`config.mk`:
```
export PLATFORM = sky130hd
export DESIGN_NAME = region_stream_reader
export DESIGN_NICKNAME = d
export VERILOG_FILES = /design/src/rtl/region_stream_reader.sv
export SDC_FILE = /design/constraint.sdc
export NUM_CORES = 1
export LEC_CHECK = 0
export CAP_MARGIN = 20
export CORE_UTILIZATION = 40
export DETAILED_ROUTE_END_ITERATION = 7
export PLACE_DENSITY = 0.67
export SETUP_SLACK_MARGIN = 0.05
export SYNTH_ARGS = -nofsm -noshare
export SYNTH_HDL_FRONTEND = slang
export SYNTH_SLANG_ARGS = --single-unit
export TNS_END_PERCENT = 30
```
`constraint.sdc`:
```
create_clock -name clk -period 3.5 [get_ports clk]
set_input_delay 0.525 -clock clk [delete_from_list [all_inputs] [get_ports clk]]
set_output_delay 0.525 -clock clk [all_outputs]
set_load 0.01 [all_outputs]
```
`src/rtl/region_stream_reader.sv`:
```
// region_stream_reader: read-side initiator for a replicated fifobram region.
// Issues re/raddr/rfifobram requests on one read channel, collects rvalid/rdata
// responses into a small output buffer and presents them as a valid/ready
// stream. Credits (in-flight requests plus buffered words) never exceed the
// buffer depth, so downstream back-pressure cannot cause data loss.
module region_stream_reader #(
  parameter int WIDTH      = 8,
  parameter int LOG2_DEPTH = 5,
  parameter int LOG2_BUF   = 2
) (
  input  logic                  clk,
  input  logic                  reset,
  input  logic                  start,
  input  logic [1:0]            mode,
  input  logic [LOG2_DEPTH-1:0] base_addr,
  input  logic [LOG2_DEPTH:0]   length,
  output logic                  busy,
  output logic                  done,
  output logic                  re,
  output logic [LOG2_DEPTH-1:0] raddr,
  output logic [1:0]            rfifobram,
  input  logic                  rvalid,
  input  logic [WIDTH-1:0]      rdata,
  input  logic                  empty,
  output logic                  out_valid,
  output logic [WIDTH-1:0]      out_data,
  input  logic                  out_ready
);

  localparam int CW  = LOG2_DEPTH + 1;
  localparam int BUF = 2 ** LOG2_BUF;
  localparam logic [1:0] MODE_MEM  = 2'b01;
  localparam logic [1:0] MODE_FIFO = 2'b10;

  typedef enum logic [1:0] {S_IDLE, S_RUN, S_DONE} state_t;

  state_t state, state_next;

  logic [CW-1:0]       len_q;
  logic [CW-1:0]       issue_cnt;
  logic [CW-1:0]       recv_cnt;
  logic [CW-1:0]       outstanding;

  logic [WIDTH-1:0]    fifo_mem [BUF];
  logic [LOG2_BUF-1:0] wr_ptr;
  logic [LOG2_BUF-1:0] rd_ptr;
  logic [LOG2_BUF:0]   buf_count;

  logic start_go;
  logic cmd_ok;
  logic credit_ok;
  logic issue_start;
  logic issue_run;
  logic re_next;
  logic push;
  logic pop;
  logic drained;

  // outstanding includes the request currently on the bus, because issue_cnt
  // is advanced at the edge that launches re.
  assign outstanding = issue_cnt - recv_cnt;
  assign start_go    = (state == S_IDLE) && start;
  assign cmd_ok      = ((mode == MODE_MEM) || (mode == MODE_FIFO)) && (length != '0);
  assign push        = (state == S_RUN) && rvalid && (outstanding != '0);
  assign out_valid   = (buf_count != '0);
  assign pop         = out_valid && out_ready;
  assign out_data    = out_valid ? fifo_mem[rd_ptr] : '0;

  // Pops are ignored here, so the credit estimate is conservative by one word.
  assign credit_ok = ({1'b0, outstanding} + (CW+1)'(buf_count)) < (CW+1)'(BUF);

  // Leave RUN so that DONE lands in the cycle right after the last handshake.
  assign drained = (recv_cnt == len_q) &&
                   ((buf_count == '0) || ((buf_count == (LOG2_BUF+1)'(1)) && pop));

  // First request goes out in the cycle after start; FIFO needs a non-empty source.
  assign issue_start = start_go && cmd_ok && ((mode == MODE_MEM) || !empty);

  // In FIFO mode empty lags a pop by a cycle, so never request back-to-back.
  assign issue_run = (state == S_RUN) && (issue_cnt < len_q) && credit_ok &&
                     ((rfifobram == MODE_MEM) ||
                      ((rfifobram == MODE_FIFO) && !empty && !re));

  assign re_next = issue_start || issue_run;

  // State register.
  always_ff @(posedge clk or posedge reset) begin
    if (reset) begin
      state <= S_IDLE;
    end else begin
      // NOTE: non-blocking assignments on all flops so every register samples pre-edge values.
      state <= state_next;
    end
  end

  // Next-state logic.
  always_comb begin
    // NOTE: default assignment first so no path leaves state_next unassigned (no latch).
    state_next = state;
    case (state)
      S_IDLE:  if (start) state_next = cmd_ok ? S_RUN : S_DONE;
      S_RUN:   if (drained) state_next = S_DONE;
      S_DONE:  state_next = S_IDLE;
      default: state_next = S_IDLE;
    endcase
  end

  // FSM status outputs.
  always_comb begin
    busy = (state != S_IDLE);
    done = (state == S_DONE);
  end

  // Command latch, request launch and issue/receive counters.
  always_ff @(posedge clk or posedge reset) begin
    if (reset) begin
      re        <= 1'b0;
      raddr     <= '0;
      rfifobram <= 2'b00;
      len_q     <= '0;
      issue_cnt <= '0;
      recv_cnt  <= '0;
    end else begin
      re <= re_next;
      if (start_go) begin
        rfifobram <= mode;
        len_q     <= length;
        issue_cnt <= {{(CW-1){1'b0}}, issue_start};
        recv_cnt  <= '0;
        if (mode == MODE_MEM) raddr <= base_addr;
      end else begin
        if (re_next) issue_cnt <= issue_cnt + 1'b1;
        if (push)    recv_cnt  <= recv_cnt + 1'b1;
        // Address wraps naturally at the top of the region.
        if (re && (rfifobram == MODE_MEM)) raddr <= raddr + 1'b1;
      end
    end
  end

  // Output buffer pointers and occupancy.
  always_ff @(posedge clk or posedge reset) begin
    if (reset) begin
      wr_ptr    <= '0;
      rd_ptr    <= '0;
      buf_count <= '0;
    end else begin
      if (push) wr_ptr <= wr_ptr + 1'b1;
      if (pop)  rd_ptr <= rd_ptr + 1'b1;
      case ({push, pop})
        2'b10:   buf_count <= buf_count + 1'b1;
        2'b01:   buf_count <= buf_count - 1'b1;
        default: buf_count <= buf_count;
      endcase
    end
  end

  // Output buffer storage.
  always_ff @(posedge clk) begin
    // NOTE: storage is not reset; out_data is masked to zero while the buffer is empty.
    if (push) fifo_mem[wr_ptr] <= rdata;
  end

endmodule
```
==> results_dict.tcl <==
set metrics [dict create \
    slew_viol_final 0 \
    grt_max_degree 21 \
    final_layout_size_suffix_gt1_frac 0.09605 \
    ctsHoldBuffers 0 \
    numCtsBuffers 9 \
    r2r_end "issue_cnt[4]$_DFFE_PP0P_" \
    rows 33 \
    n_antenna_cell 0 \
    synth_nets 353 \
    status "complete, no violations" \
    synthArstFlopShare 0.5224 \
    endpoint "issue_cnt[4]$_DFFE_PP0P_" \
    peakVddDrop_mv 0.4093 \
    synth_largest_area_cell "edfxtp_1" \
    place_congestion 0.8477 \
    die_width_um 95.72 \
    grt_overflow 0 \
    path_clk_slew_ns 0.08 \
    ys_top_cells_by_count "dfrtp_1, edfxtp_1, nand2_1" \
    slew_headroom 0.5251 \
    yosys_warnings 0 \
    intPower_mw 2.073 \
    crit_required_ns 3.72 \
    routed_wirelength_um 7162 \
    yosysMostFrequentCell "dfrtp_1" \
    post-route-min-period_ns 3.129 \
    worstPathArrival_ns 3.35 \
    cp_max_fo 6 \
    via_count 2421 \
    synth.area.top_cells "edfxtp_1, dfrtp_1, ha_1" \
    die_h_um 95.72 \
    cts_setup_buffers 0 \
    synth.top_cell.area_share 0.2735 \
    areaGrowthSynthToFinish_pct 21.72 \
    ctsResizeCount 0 \
    root_buffer "clkbuf_8" \
    setup_viol 0 \
    hold_viol_final 0 \
    leakagePower_nw 1.761 \
    wl_per_cell_um 15.60 \
    hold_path_class "register to register" \
    synth_ff_type "dfrtp_1" \
    path_class "register to register" \
    grt_use_total 0.1746 \
    tns_ns 0 \
    maxCapViolCount 0 \
    vias_per_cell 5.275 \
    grt_first_pass_wirelength_um 11770 \
    switching_power_mw 1.180 \
    clockBufferDepth 2 \
    syn_area_per_cell_um2 11.71 \
    syn_inst 300 \
    rsz0062_at_grt "no" \
    die_area_um2 9162 \
    fin_crit_sh 0.8939 \
    pwr-share-comb 0.423 \
    ff2ff_path_depth 12 \
    dr.pass1.iters 4 \
    numPortBuffers 45 \
    coreArea_um2 8341 \
    synth_edf_count 32 \
    nets 402 \
    p_sw_frac 0.3627 \
    worstReg2RegStart "issue_cnt[0]$_DFFE_PP0P_" \
    drc 0 \
    grt_pass1_vias 2492 \
    crit_start "issue_cnt[0]$_DFFE_PP0P_" \
    r2r_slack_ns 0.37 \
    htreeDepth 3 \
    drt_iter0_drc 115 \
    antenna_found_initial 0 \
    place_hpwl_um 5334 \
    clkPwrFrac 0.198 \
    cp-end-kind "register" \
    syn_area_um2 3513 \
    startpoint_type "register" \
    synth.distinct_cells 51 \
    max_freq_mhz 319.6 \
    cts.sinks 67 \
    ant_nets 0 \
    tightestPinTransition_ns 0.7116 \
    pwr-share-seq 0.380 \
    clock_skew_ns 0.008858 \
    power_density_nw_per_um2 760.6 \
    hold_start "raddr[4]$_DFFE_PP0P_" \
    start_util 0.4212 \
    insertion_delay_ns 0.34 \
    synth-seq-cells 67 \
    post-route-util 0.5128 \
    ys_seq_area_frac 0.5228 \
    cts_tree "yes" \
    ioPinCount 46 \
]
worst min-delay path by stage:
stage	cells past startpoint	endpoint	slack, ns
floorplan	1	state[0]$_DFFE_PP0P_	0.46
global placement	1	raddr[4]$_DFFE_PP0P_	0.49
detailed placement	1	raddr[4]$_DFFE_PP0P_	0.50
CTS	1	state[0]$_DFFE_PP0P_	0.52
global route	1	raddr[4]$_DFFE_PP0P_	0.55
finish	1	raddr[4]$_DFFE_PP0P_	0.52
state kept, by name, summed over array words and instances, names as in the netlist:
name,cells
buf_count,3
fifo_mem,32
rfifobram,2
state,2
raddr,5
recv_cnt,6
issue_cnt,6
re,1
len_q,6
rd_ptr,2
wr_ptr,2
area by class of cell:
cell class              count  area, um^2
repair buffers             47       465.4
fillers                   749        4064
flip-flops and latches     67        1837
well taps                 105       131.4
clock buffers               9       123.9
clock inverters             7       77.57
multi-input cells         203        1563
inverters                  21       78.83
cell families after synthesis:
| group | synth area share |
|---|---|
| adder cells (fa/ha/maj) | 0.09473 |
| AND/OR/NAND/NOR | 0.1524 |
| buffers and inverters | 0.03241 |
| flip-flops | 0.5228 |
| XOR/XNOR | 0.04238 |
| AO/OA/AOI/OAI | 0.08049 |
| multiplexers | 0.07479 |
power by group through the flow:
stage | combinational [mW] | sequential [mW] | clock, mW
final | 1.37 | 1.24 | 0.643
after global routing | 1.54 | 1.27 | 0.697
after CTS | 1.39 | 1.24 | 0.658
after detailed placement | 1.38 | 1.25 | 0
after global placement | 1.36 | 1.25 | 0
after floorplan | 0.961 | 1.17 | 0
per-layer routing:
metal  GRT usage  vias to the layer above  wire (um)
met5           0                        -          0
met4     0.08706                        0        176
met3     0.03397                       14        328
met2      0.2857                       80       3376
met1      0.2211                     1157       3281
li1            -                     1170          -
layout by cell type (no fill, tap or decap), drive strengths merged, types with 2 or more instances in the layout:
cell type      Yosys  routed
a211oi             2       2
a21oi             10      10
a31oi              2       2
and2              16      16
and3               2       2
and3b              2       2
buf                2       2
clkbuf             7       9
clkdlybuf4s50      0      45
clkinv             0       4
dfrtp             35      35
edfxtp            32      32
ha                25      25
inv               21      22
mux2i              7       7
mux4               8       8
nand2             31      31
nand2b             4       4
nand3              3       3
nand3b             2       2
nand4              5       5
nor2              22      22
nor3               3       3
nor3b              2       2
nor4               5       5
o2111ai            2       2
o211ai             2       2
o21a               3       3
o21ai             12      12
or4b               2       2
xnor2              8       8
xor2               9       9
worst max-delay path: stages (launching register included):
cell	delay, ns
dfrtp_1	0.44
inv_1	0.09
ha_1	0.16
inv_2	0.05
fa_1	0.40
xor2_1	0.19
ha_1	0.27
or4b_1	0.48
nor3_2	0.15
o2111ai_1	0.15
nor3_2	0.33
nand4_1	0.17
mux2i_1	0.14
through the flow:
stage                     std cells  hold slack, ns  setup WS (ns)  area [um^2]  total power [mW]
final                           459          0.5154         0.3714         4277             3.253
after global routing            459          0.5545         0.1692         4277             3.507
after CTS                       459          0.5231         0.3938         4277             3.293
after detailed placement        443          0.5044         0.4062         4075             2.638
after global placement          443          0.4899         0.4389         4075             2.605
after floorplan                 300          0.4598         0.6026         3513             2.128
No activity file was read; power rests on OpenSTA's default activity.
